--- src/rtl/core_pkg.sv ---
// Shared core types and constants for the fetch stage.
package core_pkg;

    localparam int              XLEN       = 32;
    localparam logic [XLEN-1:0] NOP_INSN   = 32'h0000_0000;
    localparam int              INSN_BYTES = 4;

    typedef struct packed {
        logic [XLEN-1:0] pc;
        logic [XLEN-1:0] ins;
        logic            filled;
    } fetch_slot_t;

    function automatic logic [XLEN-1:0] align_pc(input logic [XLEN-1:0] addr);
        return addr & ~(XLEN'(INSN_BYTES - 1));
    endfunction

endpackage

--- src/rtl/fetch_slot_queue.sv ---
// In-order slot queue between instruction-memory responses and the IF/ID register.
// Slots are allocated at request grant and filled in order as responses return.
module fetch_slot_queue
    import core_pkg::*;
#(
    parameter  int QDEPTH = 2,
    localparam int PTR_W  = (QDEPTH > 1) ? $clog2(QDEPTH) : 1,
    localparam int CNT_W  = $clog2(QDEPTH + 1)
) (
    input  logic              CLK,
    input  logic              reset,
    input  logic              alloc,
    input  logic [XLEN-1:0]   alloc_pc,
    input  logic              fill,
    input  logic [XLEN-1:0]   fill_ins,
    input  logic              pop,
    input  logic              flush,
    output fetch_slot_t       head,
    output logic [CNT_W-1:0]  count,
    output logic [CNT_W-1:0]  unfilled
);

    fetch_slot_t      slots_q [QDEPTH];
    fetch_slot_t      slots_d [QDEPTH];
    logic [PTR_W-1:0] head_q, head_d;
    logic [PTR_W-1:0] tail_q, tail_d;
    logic [PTR_W-1:0] fill_q, fill_d;
    logic [CNT_W-1:0] count_q, count_d;
    logic [CNT_W-1:0] n_filled;

    function automatic logic [PTR_W-1:0] ptr_inc(input logic [PTR_W-1:0] p);
        return (p == PTR_W'(QDEPTH - 1)) ? '0 : p + 1'b1;
    endfunction

    // NOTE: every always_comb output gets a default first, so no path leaves it unassigned and no latch is inferred.
    always_comb begin
        slots_d = slots_q;
        head_d  = head_q;
        tail_d  = tail_q;
        fill_d  = fill_q;
        count_d = count_q;
        if (flush) begin
            for (int i = 0; i < QDEPTH; i++) slots_d[i].filled = 1'b0;
            head_d  = '0;
            tail_d  = '0;
            fill_d  = '0;
            count_d = '0;
        end else begin
            // A fill always targets an allocated-unfilled slot, so it never collides with the popped head.
            if (fill) begin
                slots_d[fill_q].ins    = fill_ins;
                slots_d[fill_q].filled = 1'b1;
                fill_d                 = ptr_inc(fill_q);
            end
            if (pop) begin
                slots_d[head_q].filled = 1'b0;
                head_d                 = ptr_inc(head_q);
            end
            if (alloc) begin
                slots_d[tail_q].pc     = alloc_pc;
                slots_d[tail_q].filled = 1'b0;
                tail_d                 = ptr_inc(tail_q);
            end
            case ({alloc, pop})
                2'b10:   count_d = count_q + 1'b1;
                2'b01:   count_d = count_q - 1'b1;
                default: count_d = count_q;
            endcase
        end
    end

    // NOTE: blocking '=' accumulates inside combinational logic; state below uses non-blocking '<=' only.
    always_comb begin
        n_filled = '0;
        for (int i = 0; i < QDEPTH; i++) n_filled = n_filled + CNT_W'(slots_q[i].filled);
    end

    // NOTE: only the filled bits are reset; pc/ins payload is always qualified by filled.
    always_ff @(posedge CLK) begin
        if (reset) begin
            head_q  <= '0;
            tail_q  <= '0;
            fill_q  <= '0;
            count_q <= '0;
            for (int i = 0; i < QDEPTH; i++) slots_q[i].filled <= 1'b0;
        end else begin
            head_q  <= head_d;
            tail_q  <= tail_d;
            fill_q  <= fill_d;
            count_q <= count_d;
            slots_q <= slots_d;
        end
    end

    assign head     = slots_q[head_q];
    assign count    = count_q;
    assign unfilled = count_q - n_filled;

endmodule

--- src/rtl/fetch_unit.sv ---
// Fetch stage: owns the fetch PC, issues in-order imem requests and presents insF/PCF/PCPlus4F.
// Define FETCH_PERF_EN to add the fetched_cnt/killed_cnt performance counters.
module fetch_unit
    import core_pkg::*;
#(
    parameter logic [XLEN-1:0] RESET_PC = 32'h0000_0000,
    parameter int              QDEPTH   = 2
) (
    input  logic              CLK,
    input  logic              reset,
    input  logic              stallF,
    input  logic              redirect,
    input  logic [XLEN-1:0]   redirect_pc,
    output logic              imem_req,
    output logic [XLEN-1:0]   imem_addr,
    input  logic              imem_gnt,
    input  logic              imem_rvalid,
    input  logic [XLEN-1:0]   imem_rdata,
    output logic [XLEN-1:0]   insF,
    output logic [XLEN-1:0]   PCF,
    output logic [XLEN-1:0]   PCPlus4F,
    output logic              validF
`ifdef FETCH_PERF_EN
    ,
    output logic [31:0]       fetched_cnt,
    output logic [31:0]       killed_cnt
`endif
);

    localparam int CNT_W = $clog2(QDEPTH + 1);

    logic [XLEN-1:0]  pc_req_q, pc_req_d;
    logic [CNT_W-1:0] drop_cnt_q, drop_cnt_d;
    fetch_slot_t      head;
    logic [CNT_W-1:0] count, unfilled;
    logic             alloc, fill, pop, drop;

    fetch_slot_queue #(.QDEPTH(QDEPTH)) u_queue (
        .CLK      (CLK),
        .reset    (reset),
        .alloc    (alloc),
        .alloc_pc (pc_req_q),
        .fill     (fill),
        .fill_ins (imem_rdata),
        .pop      (pop),
        .flush    (redirect),
        .head     (head),
        .count    (count),
        .unfilled (unfilled)
    );

    // Killed responses still occupy memory bandwidth, so they count against the in-flight bound.
    assign imem_req  = !reset && !redirect &&
                       (({1'b0, count} + {1'b0, drop_cnt_q}) < (CNT_W + 1)'(QDEPTH));
    assign imem_addr = pc_req_q;

    assign validF   = !reset && (count != '0) && head.filled;
    assign insF     = validF ? head.ins : NOP_INSN;
    assign PCF      = validF ? head.pc : '0;
    assign PCPlus4F = validF ? head.pc + XLEN'(INSN_BYTES) : '0;

    assign alloc = imem_req && imem_gnt;
    assign drop  = imem_rvalid && (drop_cnt_q != '0);
    assign fill  = imem_rvalid && (drop_cnt_q == '0) && !redirect && !reset;
    assign pop   = validF && !stallF && !redirect;

    always_comb begin
        pc_req_d   = pc_req_q;
        drop_cnt_d = drop_cnt_q;
        if (redirect) begin
            // Every wrong-path request not yet answered must be swallowed when it returns.
            pc_req_d   = align_pc(redirect_pc);
            drop_cnt_d = drop_cnt_q + unfilled - CNT_W'(imem_rvalid);
        end else begin
            if (alloc) pc_req_d = pc_req_q + XLEN'(INSN_BYTES);
            if (drop)  drop_cnt_d = drop_cnt_q - 1'b1;
        end
    end

    always_ff @(posedge CLK) begin
        if (reset) begin
            pc_req_q   <= RESET_PC;
            drop_cnt_q <= '0;
        end else begin
            pc_req_q   <= pc_req_d;
            drop_cnt_q <= drop_cnt_d;
        end
    end

`ifdef FETCH_PERF_EN
    logic [31:0] fetched_cnt_q, fetched_cnt_d;
    logic [31:0] killed_cnt_q, killed_cnt_d;

    always_comb begin
        fetched_cnt_d = fetched_cnt_q + 32'(pop);
        if (redirect)
            killed_cnt_d = killed_cnt_q + 32'(count - unfilled) + 32'(imem_rvalid);
        else
            killed_cnt_d = killed_cnt_q + 32'(drop);
    end

    always_ff @(posedge CLK) begin
        if (reset) begin
            fetched_cnt_q <= '0;
            killed_cnt_q  <= '0;
        end else begin
            fetched_cnt_q <= fetched_cnt_d;
            killed_cnt_q  <= killed_cnt_d;
        end
    end

    assign fetched_cnt = fetched_cnt_q;
    assign killed_cnt  = killed_cnt_q;
`endif

    a_no_orphan_rsp: assert property (@(posedge CLK) disable iff (reset)
        imem_rvalid |-> ((drop_cnt_q != '0) || (unfilled != '0)));

endmodule

--- config.mk ---
export PLATFORM = sky130hd
export DESIGN_NAME = fetch_unit
export DESIGN_NICKNAME = d
export VERILOG_FILES = /design/src/rtl/core_pkg.sv /design/src/rtl/fetch_slot_queue.sv /design/src/rtl/fetch_unit.sv
export SDC_FILE = /design/constraint.sdc
export NUM_CORES = 1
export LEC_CHECK = 0
export BUFFER_PORTS_ARGS = -buffer_cell sky130_fd_sc_hd__buf_2
export CORE_UTILIZATION = 50
export CTS_BUF_LIST = sky130_fd_sc_hd__clkbuf_4 sky130_fd_sc_hd__clkbuf_8
export CTS_CLUSTER_SIZE = 14
export DETAILED_ROUTE_END_ITERATION = 8
export GPL_TIMING_DRIVEN = 0
export HOLD_SLACK_MARGIN = 0.05
export PLACE_DENSITY = 0.76
export SLEW_MARGIN = 15
export SYNTH_ARGS = -nofsm -noshare
export SYNTH_HDL_FRONTEND = slang
export SYNTH_HIERARCHICAL = 1
export SYNTH_SLANG_ARGS = --single-unit
--- constraint.sdc ---
create_clock -name CLK -period 10.55 [get_ports CLK]
set_input_delay 1.055 -clock CLK [delete_from_list [all_inputs] [get_ports CLK]]
set_output_delay 1.055 -clock CLK [all_outputs]
set_load 0.02 [all_outputs]
==> impl_results.md <==
* Hold_buf cts at 0
* Core ar. at approximately 0.017 mm²
* Main synth FF type: edfxtp_1
* Design Power at about 1300 µW
* Initial DRT Pass Iterations at 7
* Pins Over Slew Limit at 0
* TritonCTS clock tree: yes
* Critical Path RT at 9.50 ns
* Die height at 134.5 µm
* Clock root buffer: clkbuf_8
* Max H-tree Level at 4
* FF+latch count, synth at about 170
* Vias in the first global route at 6706
* Clock buffer depth at 2
* Synth area leaders: edfxtp_1 (44%), mux2_2 (9.5%), dfxtp_1 (8.9%)
* CP endpoint kind: output port
* Num CTS Buffers at 17
* Number of distinct library cells after synthesis at 56
* Layout cells sized above 1 at 34.68%
* Period utilization at 43.76%
* Synth top area share at 43.79%
* RSZ-0062 raised after global routing: no
* Worst vdd ir at 0.00007459 V
* Ys Warns at 6
* Initial antenna violation count at 2
* # DRC at 0
* Num rows at between 40 and 50
* GPL Wtd Cong at 0.9668
* Least-Margin Pin Slew at 0.9138 ns
* Leading cell types in the layout, fill and taps excluded: buf_2 (201), edfxtp_1 (128), and2_1 (77)
* Total grt overflow at 0
* Post-synthesis sequential area ratio at about 53%
* Routed Antenna Nets at 0
* # resized after CTS at 0
* # setup viols final at 0
* Pin count of the biggest net entering global routing at 33
* Post-CTS setup-driven buffer insertion count at 0
* Area of the multi-input gates at 0.003864 mm²
* Syn avg cell area at 11.17 µm²
* Post-Syn Area at 0.008777 mm²
* Chip Width at around 130 µm
* Ys async rst share at 0%
* Vias at about 7100
* Syn-to-layout area delta at 19.59%
* Pwr dens at 122.5 mW/mm²
* Setup TNS at 0 ns
* Port Buffer Count at about 200
* Clock transition at path regs at 0.08 ns
* Leakage at 0.004114 µW
* CP startpoint kind: flop
* CP Data Arrival Time at 3.56 ns
* Avg WL per Cell at 18.63 µm
* DRT iter0 DRCs at 567
* Ports at 200
* Hold Path Class: reg -> reg
* Number of max-cap violations at 0
* Initial core utilization at 50.92%
* Min cycle time layout at 4.616 ns
* Largest fanout on the critical path at 10
* Yosys top cell by area: edfxtp_1
* Total track usage at 25.96%
* Max-slew headroom at 38.95%
* Setup CP Type: reg -> out
* Routed wire length at 23.19 mm
* Post-Route Skew at 0.009575 ns
* Sink Count at between 150 and 200
* Fmax at 216.6 MHz
* Fillcell total at 1413
* Final hold violations at 0
* Outcome: complete, no violations
* Commonest non-fill, non-tap cell in the layout: buf_2
* DP HPWL at around 17 mm
* Finished Core Util at 60.90%
* DR vias/cell at about 5.7
* EDFF count, synth at 128
* Reg area at about 0.0046 mm²
* Skew-Pair Late Insertion Delay at 0.46 ns
* Syn Inst Count at 786
* # nets final at ~1100
* First-pass GRT wire length at 35.62 mm
* Die area at 0.01809 mm²
## registers in the layout (all words and copies together), names as in the netlist
signal,flops
drop_cnt_q,2
imem_addr,30
u_queue/fill_q,1
u_queue/tail_q,1
u_queue/head_q,1
u_queue/slots_q,130
u_queue/count,2
## cell type report
class	instances	share of cell area (%)
Timing Repair Buffer	197	9.751
Inverter	19	0.6795
Sequential cell	167	44.06
Clock buffer	18	2.301
Antenna cell	2	0.04768
Buffer	54	2.420
Tap cell	225	2.682
Multi-Input combinational cell	551	36.81
Clock inverter	12	1.252
## layer usage
layer  vias up  wire [µm]  global-route usage (%)
met1      3368      10070                   35.33
li1       3337          -                       -
met3        56       1580                   4.542
met2       326      10860                   41.25
met5         -          0                       0
met4         0        677                   10.55
## path summary, 6_finish.rpt
kind | to | slack (ns) | startpoint | cells after the start
worst max-delay path | insF[28] | 5.93 | u_queue/head_q$_SDFFE_PP0P_ | 12
worst min-delay path | u_queue/slots_q[0]$_SDFF_PP0_ | 0.57 | u_queue/slots_q[0]$_SDFF_PP0_ | 2
worst max register to register | u_queue/count[1]$_SDFFE_PP0P_ | 6.61 | u_queue/count[0]$_SDFFE_PP0P_ | 10
worst min register to register | u_queue/slots_q[0]$_SDFF_PP0_ | 0.57 | u_queue/slots_q[0]$_SDFF_PP0_ | 2
## kinds of logic after synthesis
family                   Yosys count  share of synthesized area (%)
AND/OR/NAND/NOR                  353                          23.31
adder cells (fa/ha/maj)           10                          1.597
XOR/XNOR                          31                          3.093
AO/OA/AOI/OAI                     77                          6.073
flip-flops                       167                          52.69
buffers and inverters             73                          3.706
other                              1                        0.04272
multiplexers                      74                          9.494
## synth_stat cells (6+ instances only)
library cell / instances
or3_1: 13
buf_2: 6
and2_2: 21
ha_1: 8
edfxtp_1: 128
and2_1: 77
inv_1: 19
o31ai_1: 10
xor2_1: 20
nor4_1: 7
and3_1: 41
clkbuf_1: 34
nand3_1: 22
and4_1: 10
nand2_1: 38
mux2_2: 74
a31oi_1: 7
nand4_1: 21
nor2_1: 56
nor3_1: 10
or4_1: 18
a21oi_1: 17
a311oi_1: 12
a211oi_1: 7
dfxtp_1: 39
xnor2_1: 11
o21ai_0: 11
## where the power goes
| part | total [µW] | switching, µW | internal (µW) |
|---|---|---|---|
| registers | 740 | 23.8 | 716 |
| logic | 106 | 64.2 | 41.4 |
| clock network | 440 | 230 | 209 |
## critical path: stages (launching register included)
cell and delay, ns:
dfxtp_1 0.31, clkbuf_2 0.14, buf_6 0.17, buf_6 0.20
mux2_2 0.18, o21ai_0 0.10, or2_2 0.33, clkbuf_1 0.19
inv_1 0.25, buf_1 0.43, clkbuf_1 0.43, and2_1 0.20
buf_2 0.16
## per-stage QoR
step	worst slack, ns	cell area, µm²	hold WS, ns	instances
after global routing	5.649	10500	0.5937	1245
after CTS	5.873	10490	0.5689	1243
final	5.934	10500	0.5681	1245
after floorplan	6.475	8796	0.5173	791
after global placement	4.847	10050	0.5457	1211
after detailed placement	6.021	10120	0.5525	1213
(Power assumes the default switching activity.)
